$ cat src/rtl/spi_master_pkg.sv
// rtl/spi_master_pkg.sv - shared offsets, CTRL bit positions and FSM encoding for spi_master
package spi_master_pkg;

  // RIB slave s5 base; the interconnect decodes it, the block sees only the low bits
  localparam logic [31:0] SPI_S5_BASE = 32'h6000_0000;

  localparam logic [7:0] SPI_CTRL   = 8'h00;
  localparam logic [7:0] SPI_DATA   = 8'h04;
  localparam logic [7:0] SPI_STATUS = 8'h08;

  // CTRL layout: [7:0] div, [8] cpol, [9] cpha, [10] cs, [11] ie
  localparam int CTRL_CPOL = 8;
  localparam int CTRL_CPHA = 9;
  localparam int CTRL_CS   = 10;
  localparam int CTRL_IE   = 11;
  localparam int CTRL_W    = 12;

  // STATUS layout
  localparam int STAT_BUSY = 0;
  localparam int STAT_DONE = 1;

  typedef enum logic [1:0] {
    ST_IDLE  = 2'd0,
    ST_SHIFT = 2'd1,
    ST_DONE  = 2'd2
  } spi_state_t;

endpackage

$ cat src/rtl/spi_master_clkgen.sv
// rtl/spi_master_clkgen.sv - SCK half-period divider and edge counter
// Ports:
//   clk, rst  : system clock, synchronous active-high reset
//   i_run     : high while the master is shifting; low clears both counters
//   i_div     : half period is i_div+1 clk cycles
//   o_lead    : single-cycle strobe on even (leading) SCK edges
//   o_trail   : single-cycle strobe on odd (trailing) SCK edges
//   o_last    : single-cycle strobe on edge 15, the final trailing edge
module spi_clkgen (
  input  logic       clk,
  input  logic       rst,
  input  logic       i_run,
  input  logic [7:0] i_div,
  output logic       o_lead,
  output logic       o_trail,
  output logic       o_last
);

  logic [7:0] r_half_cnt;
  logic [3:0] r_edge_cnt;
  logic       w_edge;

  // The half counter never exceeds i_div, so div = 255 fits in 8 bits
  assign w_edge  = i_run && (r_half_cnt == i_div);
  assign o_lead  = w_edge && !r_edge_cnt[0];
  assign o_trail = w_edge &&  r_edge_cnt[0];
  assign o_last  = w_edge && (r_edge_cnt == 4'd15);

  always_ff @(posedge clk) begin
    if (rst || !i_run) begin
      r_half_cnt <= 8'd0;
      r_edge_cnt <= 4'd0;
    end else if (w_edge) begin
      r_half_cnt <= 8'd0;
      r_edge_cnt <= r_edge_cnt + 4'd1;
    end else begin
      r_half_cnt <= r_half_cnt + 8'd1;
    end
  end

endmodule

$ cat src/rtl/spi_master.sv
// rtl/spi_master.sv - memory-mapped SPI master (RIB slave s5), 8-bit MSB-first frames
// Ports:
//   clk, rst                 : system clock, synchronous active-high reset
//   wr_en_i/wr_addr_i/wr_data_i : single-cycle register write
//   rd_addr_i/rd_data_o      : combinational register read
//   spi_sck/spi_mosi/spi_cs_n/spi_miso : SPI pins
//   spi_int_flag_o           : level interrupt, done & ie
module spi_master
  import spi_master_pkg::*;
#(
  parameter int         ADDR_W  = 8,
  parameter logic [7:0] DIV_RST = 8'd24
) (
  input  logic        clk,
  input  logic        rst,
  input  logic        wr_en_i,
  input  logic [31:0] wr_addr_i,
  input  logic [31:0] wr_data_i,
  input  logic [31:0] rd_addr_i,
  output logic [31:0] rd_data_o,
  output logic        spi_sck,
  output logic        spi_mosi,
  input  logic        spi_miso,
  output logic        spi_cs_n,
  output logic        spi_int_flag_o
);

  spi_state_t        r_state;
  logic [CTRL_W-1:0] r_ctrl;
  logic [7:0]        r_div;
  logic              r_cpha;
  logic [7:0]        r_tx;
  logic [7:0]        r_rx;
  logic              r_busy;
  logic              r_done;
  logic              r_sck;
  logic              r_mosi;
  logic              r_cs_n;

  logic [ADDR_W-1:0] w_wr_off;
  logic [ADDR_W-1:0] w_rd_off;
  logic              w_wr_ctrl;
  logic              w_wr_data;
  logic              w_wr_status;
  logic              w_lead;
  logic              w_trail;
  logic              w_last;
  logic              w_unused_bits;

  assign w_wr_off    = wr_addr_i[ADDR_W-1:0];
  assign w_rd_off    = rd_addr_i[ADDR_W-1:0];
  assign w_wr_ctrl   = wr_en_i && (w_wr_off == ADDR_W'(SPI_CTRL));
  assign w_wr_data   = wr_en_i && (w_wr_off == ADDR_W'(SPI_DATA));
  assign w_wr_status = wr_en_i && (w_wr_off == ADDR_W'(SPI_STATUS));

  assign w_unused_bits = &{1'b0, wr_addr_i[31:ADDR_W], rd_addr_i[31:ADDR_W],
                           wr_data_i[31:CTRL_W]};

  spi_clkgen u_clkgen (
    .clk     (clk),
    .rst     (rst),
    .i_run   (r_state == ST_SHIFT),
    .i_div   (r_div),
    .o_lead  (w_lead),
    .o_trail (w_trail),
    .o_last  (w_last)
  );

  always_ff @(posedge clk) begin
    if (rst) begin
      r_state <= ST_IDLE;
      r_ctrl  <= {4'b0000, DIV_RST};
      r_div   <= DIV_RST;
      r_cpha  <= 1'b0;
      r_tx    <= 8'h00;
      r_rx    <= 8'h00;
      r_busy  <= 1'b0;
      r_done  <= 1'b0;
      r_sck   <= 1'b0;
      r_mosi  <= 1'b0;
      r_cs_n  <= 1'b1;
    end else begin
      // cs and ie act at once even mid-frame; div/cpol/cpha were copied at start
      if (w_wr_ctrl) begin
        r_ctrl <= wr_data_i[CTRL_W-1:0];
        r_cs_n <= ~wr_data_i[CTRL_CS];
      end
      if (w_wr_status && wr_data_i[STAT_DONE]) begin
        r_done <= 1'b0;
      end

      case (r_state)
        ST_IDLE: begin
          r_sck <= r_ctrl[CTRL_CPOL];
          if (w_wr_data) begin
            r_state <= ST_SHIFT;
            r_busy  <= 1'b1;
            r_tx    <= wr_data_i[7:0];
            r_div   <= r_ctrl[7:0];
            r_cpha  <= r_ctrl[CTRL_CPHA];
            if (!r_ctrl[CTRL_CPHA]) begin
              r_mosi <= wr_data_i[7];
            end
          end
        end
        ST_SHIFT: begin
          if (w_lead || w_trail) begin
            r_sck <= ~r_sck;
          end
          if ((w_lead && !r_cpha) || (w_trail && r_cpha)) begin
            r_rx <= {r_rx[6:0], spi_miso};
          end
          // cpha=1 presents each bit on the leading edge; cpha=0 already shows
          // bit 7 and advances on the trailing edge
          if (w_lead && r_cpha) begin
            r_mosi <= r_tx[7];
            r_tx   <= {r_tx[6:0], 1'b0};
          end
          if (w_trail && !r_cpha) begin
            r_mosi <= r_tx[6];
            r_tx   <= {r_tx[6:0], 1'b0};
          end
          if (w_last) begin
            r_state <= ST_DONE;
          end
        end
        ST_DONE: begin
          // Placed after the STATUS clear so a same-cycle clear loses
          r_busy  <= 1'b0;
          r_done  <= 1'b1;
          r_state <= ST_IDLE;
        end
        default: r_state <= ST_IDLE;
      endcase
    end
  end

  always_comb begin
    rd_data_o = 32'h0;
    if (w_rd_off == ADDR_W'(SPI_CTRL)) begin
      rd_data_o = {{(32-CTRL_W){1'b0}}, r_ctrl};
    end else if (w_rd_off == ADDR_W'(SPI_DATA)) begin
      rd_data_o = {24'h0, r_rx};
    end else if (w_rd_off == ADDR_W'(SPI_STATUS)) begin
      rd_data_o[STAT_BUSY] = r_busy;
      rd_data_o[STAT_DONE] = r_done;
    end
  end

  assign spi_sck        = r_sck;
  assign spi_mosi       = r_mosi;
  assign spi_cs_n       = r_cs_n;
  assign spi_int_flag_o = r_done & r_ctrl[CTRL_IE];

endmodule

$ cat config.mk
export PLATFORM = sky130hd
export DESIGN_NAME = spi_master
export DESIGN_NICKNAME = d
export VERILOG_FILES = /design/src/rtl/spi_master_pkg.sv /design/src/rtl/spi_master_clkgen.sv /design/src/rtl/spi_master.sv
export SDC_FILE = /design/constraint.sdc
export NUM_CORES = 1
export LEC_CHECK = 0
export ABC_AREA = 1
export CAP_MARGIN = 20
export CORE_MARGIN = 4
export CORE_UTILIZATION = 41
export DETAILED_ROUTE_END_ITERATION = 7
export PLACE_DENSITY = 0.8
export SLEW_MARGIN = 40
export SYNTH_ARGS = -nofsm -noshare
export SYNTH_HDL_FRONTEND = slang
export SYNTH_HIERARCHICAL = 1
export SYNTH_SLANG_ARGS = --single-unit
$ cat constraint.sdc
create_clock -name clk -period 2.75 [get_ports clk]
set_input_delay 0.55 -clock clk [delete_from_list [all_inputs] [get_ports clk]]
set_output_delay 0.55 -clock clk [all_outputs]
set_load 0.01 [all_outputs]
# After elaboration in Yosys (flattened, before gate mapping)
# Index checks and enable logic that the tools add are counted.
# classes
add_sub_neg	2
n_eq_ne	13
n_mux	22
bitwise_logic	3
n_reduce_logical	32
# ops
op	n
8-bit 2-to-1 mux	3
8-bit by 3-bit == test with 1-bit output (second input constant)	2
8-bit by 4-bit == test with 1-bit output (second input constant)	2
8-bit zero test	2
8-bit case mux with 2 select lines	1
1-bit logical AND	12
12-bit 2-to-1 mux	1
2-bit AND reduction	5
8-bit by 1-bit adder with 8-bit output (second input constant)	1
8-bit == test	1
1-bit 2-to-1 mux	8
2-bit 2-to-1 mux	4
2-bit != test (second input constant)	4
6-bit 2-to-1 mux	1
1-bit case mux with 2 select lines	3
2-bit nonzero test	3
4-bit by 1-bit adder with 4-bit output (second input constant)	1
4-bit == test (second input constant)	1
2-bit case mux with 2 select lines	1
4-bit AND reduction	1
1-bit zero test	3
1-bit logical OR	3
3-bit != test (second input constant)	1
3-bit AND reduction	1
6 further kinds	7
# totals
regBits	56
out_inout_bits	36
wordCells	85

# Logic depth before layout (Yosys ltp)
# depth
depth_word	7
ltp_mapped	16
depth_no_buf	15

# Cells and area by module
# Netlist, hierarchy kept.
# modules_own_cells
module	n_inst	cells_each	area_each_um2	seq_area_each_um2
spi_master	1	313	2164.6	880.8
spi_clkgen	1	109	724.4	240.2

# Worst setup path after synthesis
# No wires, ideal clock.
# synth_timing
path_type	register -> register
startpoint	register r_state[0]
endpoint	register r_tx[0]
t_arrival_ns	1.939
required_ns	2.638
slack_ns	0.699
stages_incl_launch_ff	17
n_path_buf	1
period_less_slack_ns	2.051
cell_sequence	dfxtp_1 -> inv_2 -> nor2_8 -> buf_6 -> inv_1 -> a21oi_2 -> nand2_1 -> nor2_2 -> nand3_4 -> nor2_1 -> nand2_1 -> nand3_2 -> nand2_2 -> inv_2 -> nand3_1 -> nand2_1 -> nor2_1
# synth_via
elab_chain_cells	6
elab_cells_between_ends	13
cone_classes	3 x eq/ne; 2 x mux; 8 x reduce/logical
# synth_lines
item	line_no	rtl
start: declaration	spi_master.sv:28	spi_state_t r_state;
start signal: assignment	spi_master.sv:71	r_state <= ST_IDLE;
start signal: assignment	spi_master.sv:96	r_state <= ST_SHIFT;
start signal: assignment	spi_master.sv:124	r_state <= ST_DONE;
2-bit by 1-bit == test with 1-bit output *	spi_master.sv:62	.i_run (r_state == ST_SHIFT),
1-bit logical AND *	spi_master_clkgen.sv:24	assign w_edge = i_run && (r_half_cnt == i_div);
1-bit logical AND *	spi_master_clkgen.sv:26	assign o_trail = w_edge && r_edge_cnt[0];
net w_trail	spi_master.sv:46	logic w_trail;
1-bit logical AND *	spi_master.sv:119	if (w_trail && !r_cpha) begin
3-bit != test (no line) / 8-bit 2-to-1 mux (equally long branches)	-	
3-bit AND reduction (no line) / 8-bit case mux with 2 select lines (equally long branches)	-	
end signal: assignment	spi_master.sv:98	r_tx <= wr_data_i[7:0];
end signal: assignment	spi_master.sv:117	r_tx <= {r_tx[6:0], 1'b0};
end signal: assignment	spi_master.sv:121	r_tx <= {r_tx[6:0], 1'b0};
end: declaration	spi_master.sv:32	logic [7:0] r_tx;
# The timed path passes the listed nets; every way through them passes the cells marked *.
# A chain may end at the register's enable or synchronous reset.

# Worst setup path in the final report
# layout_timing
startpoint	input port rd_addr_i[7]
endpoint	output port rd_data_o[11]
# layout_via
elab_chain_cells	2
# layout_lines
item	line_no	rtl
start: declaration	spi_master.sv:19	input logic [31:0] rd_addr_i,
8-bit zero test	spi_master.sv:140	if (w_rd_off == ADDR_W'(SPI_CTRL)) begin
12-bit 2-to-1 mux	spi_master.sv:140	
end: declaration	spi_master.sv:20	output logic [31:0] rd_data_o,
# No other way between the ends.

==> results.json <==
{
  "status": "completed",
  "hold_viol": 0,
  "ys.flop_type": "dfxtp_1",
  "crit_path_start_kind": "primary input",
  "cts-root-buf": "clkbuf_8",
  "critPathBufInv": 3,
  "switching_share_pct": 23.4,
  "syn_area_mm2": 0.00289,
  "routed_via_density": 4.66,
  "p_leak_uw": 0.00149,
  "internal_power_uw": 1050,
  "first_global_vias": 2501,
  "maxCapViolCount": 0,
  "final_layout_size_suffix_gt1_share_pct": 8.03,
  "dr.pass1.iters": 4,
  "fillers": 665,
  "drc_errors": 0,
  "cp-end-kind": "output port",
  "start_util_pct": 42.3,
  "area_growth_pct": 21.0,
  "p_comb_share_pct": 7.8,
  "max-vdd-ir-drop_v": 0.000359,
  "grt_max_degree": 34,
  "drt_iter0_drc": 128,
  "wire_per_inst_um": 11.4,
  "cts_hold_buffers": 0,
  "grt_remaining_overflow": 0,
  "critPathMaxFanout": 8,
  "port_buffers": 47,
  "core_area_mm2": 0.00683,
  "via_count": 2653,
  "gp_congestion": 0.836,
  "layout.nets": 574,
  "p_clk_share_pct": 32.8,
  "path_depth": 7,
  "cp.required_ps": 2200,
  "power.switching_uw": 320,
  "antenna_found_initial": 0,
  "slew_viol_final": 0,
  "rsz0062_at_grt": "no",
  "hold_path.class": "reg -> reg",
  "ys_top_cells_by_area": "dfxtp_1, nand2_1, nor2_1",
  "synth_cell_types": 34,
  "clockBufferDepth": 2,
  "hold_depth": 2,
  "relSlewSlack_pct": 57.9,
  "sequentialPowerShare_pct": 59.4,
  "crit_type": "in -> out",
  "yosys.area.top_type": "dfxtp_1",
  "yosysMostFrequentCell": "nand2_1",
  "syn_inst": 422,
  "fin_tns_setup_ps": 0,
  "ff_latch_area_mm2": 0.00112,
  "fp.dieArea_mm2": 0.00845,
  "clkTransAtPathRegs_ps": 100,
  "crit_path_top_delay_cell": "clkdlybuf4s50_1",
  "multiInputGateArea_mm2": 0.00148,
  "power_uw": 1370,
  "cts_tree": "yes",
  "grt_usage_pct": 15.5,
  "die_y_um": 91.9,
  "slowest_delay_ps": 540,
  "dp_hpwl_um": 4970,
  "min_period_ps": 2630,
  "synth.top_cells.by_count": "nand2_1, nor2_1, dfxtp_1",
  "rows": 30,
  "diodes": 0,
  "path_delay_family": "buffers and inverters",
  "fin_crit_sh_pct": 95.8,
  "clkLatencyLatePin_ps": 310,
  "async_flop_share_pct": 0,
  "synth-seq-cells": 56,
  "die_x_um": 91.9,
  "path_cells": "clkdlybuf4s50_1, nor2_2, nand2_1, nor2_2, inv_2, nor2_1, clkdlybuf4s50_1",
  "fin_skew_ps": 9.03,
  "synth-edff-count": 0,
  "clock-sinks": 56,
  "synth-seq-area-share_pct": 38.8,
  "r2r.worst_path.cells": 14,
  "p_per_area_mw_per_mm2": 392,
  "tightest_slew_ps": 630,
  "htree_levels": 2,
  "syn-mean-instance-area_um2": 6.85,
  "ios": 136,
  "numCtsBuffers": 5,
  "setup_violations": 0,
  "grt_pass1_wl_um": 10800,
  "yosys_warnings": 6,
  "max_freq_mhz": 380,
  "synth_top_area_share_pct": 38.8,
  "worstPathArrival_ps": 2080,
  "drtAntennaViolNets": 0,
  "drt-total-wl_um": 6470
}
[registers in the layout (all words and copies together) (netlist names)]
signal,cells
r_busy,1
r_cpha,1
r_ctrl,12
r_div,8
r_done,1
r_rx,8
r_state,2
r_tx,8
spi_cs_n,1
spi_mosi,1
spi_sck,1
u_clkgen/r_edge_cnt,4
u_clkgen/r_half_cnt,8
[worst paths after layout]
| kind | from | to | slack, ps |
|---|---|---|---|
| hold reg to reg | r_ctrl[7] | r_div[7] | 460 |
| setup reg to reg | r_state[0] | r_tx[2] | 360 |
| setup / recovery | rd_addr_i[7] | rd_data_o[11] | 120 |
| hold / removal | r_ctrl[7] | r_div[7] | 460 |
[worst reg2reg max path: stages, from the launching register on]
cell and delay (ps):
dfxtp_1 390, inv_2 100, nor2_8 240, inv_1 130, a21oi_2 130, nand2_1 70
nor2_2 120, nand3_4 140, nor2_1 280, nand2_1 130, nand3_2 100, nand2_2 80
a21oi_4 250, nor2_1 80, nor2_1 100
[final cells by class]
class,count,share of cell area [%]
Inverter,50,5.37
Sequential cell,56,32.1
Timing Repair Buffer,52,14.4
Tap cell,96,3.44
Clock buffer,6,2.08
Multi-Input combinational cell,307,42.2
Clock inverter,2,0.465
[metrics by stage]
stage	instances	util, %	area [um^2]	hold slack [ps]	setup WS, ps
2_1_floorplan	441	-	2960	439	699
3_3_place_gp	561	49.7	3390	449	-73.4
3_5_place_dp	561	49.7	3390	459	-91.5
4_1_cts	569	51.0	3480	466	80.0
5_1_grt	569	51.2	3490	492	9.97
6_report	569	51.2	3490	462	116
[repair_timing]
item,4_1_cts,5_1_grt
resized for setup,13,5
setup buffers,0,0
setup endpoints to repair,9,3
[logic make-up after synthesis]
logic type / after synthesis / synth area share [%]
other: 1 / 0.130
buffers and inverters: 78 / 13.2
AND/OR/NAND/NOR: 214 / 32.4
XOR/XNOR: 10 / 3.03
AO/OA/AOI/OAI: 61 / 11.6
adder cells (fa/ha/maj): 2 / 0.866
flip-flops: 56 / 38.8
[per-layer routing]
metal	vias to the layer above	share of wire, %	global-route usage (%)	wire (um)
li1	1378	-	-	-
met1	1191	44	18.7	2860
met2	73	48	27.2	3140
met3	11	5.6	3.36	360
met4	0	1.7	5.20	110
met5	-	0	0	0
[placed cells by master, fill, tap and decap left out, types with 4 or more instances in the layout]
cell,n
nand2_1,100
nor2_1,71
dfxtp_1,56
inv_1,43
clkdlybuf4s50_1,36
o21ai_0,29
a21oi_1,25
conb_1,20
nand3_1,13
dlygate4sd2_1,9
nand3b_1,8
nor2_2,7
inv_2,6
xor2_1,6
clkbuf_8,5
buf_4,5
nand2_2,4
xnor2_1,4
[power by group through the flow]
| stage | logic, uW | registers [uW] | clock network (uW) |
|---|---|---|---|
| after floorplan | 66.0 | 831 | 0 |
| after global placement | 103 | 831 | 0 |
| after detailed placement | 104 | 831 | 0 |
| after CTS | 105 | 812 | 462 |
| after global routing | 117 | 813 | 496 |
| final | 107 | 812 | 449 |
Note: power is estimated with default switching activity, not from simulation.
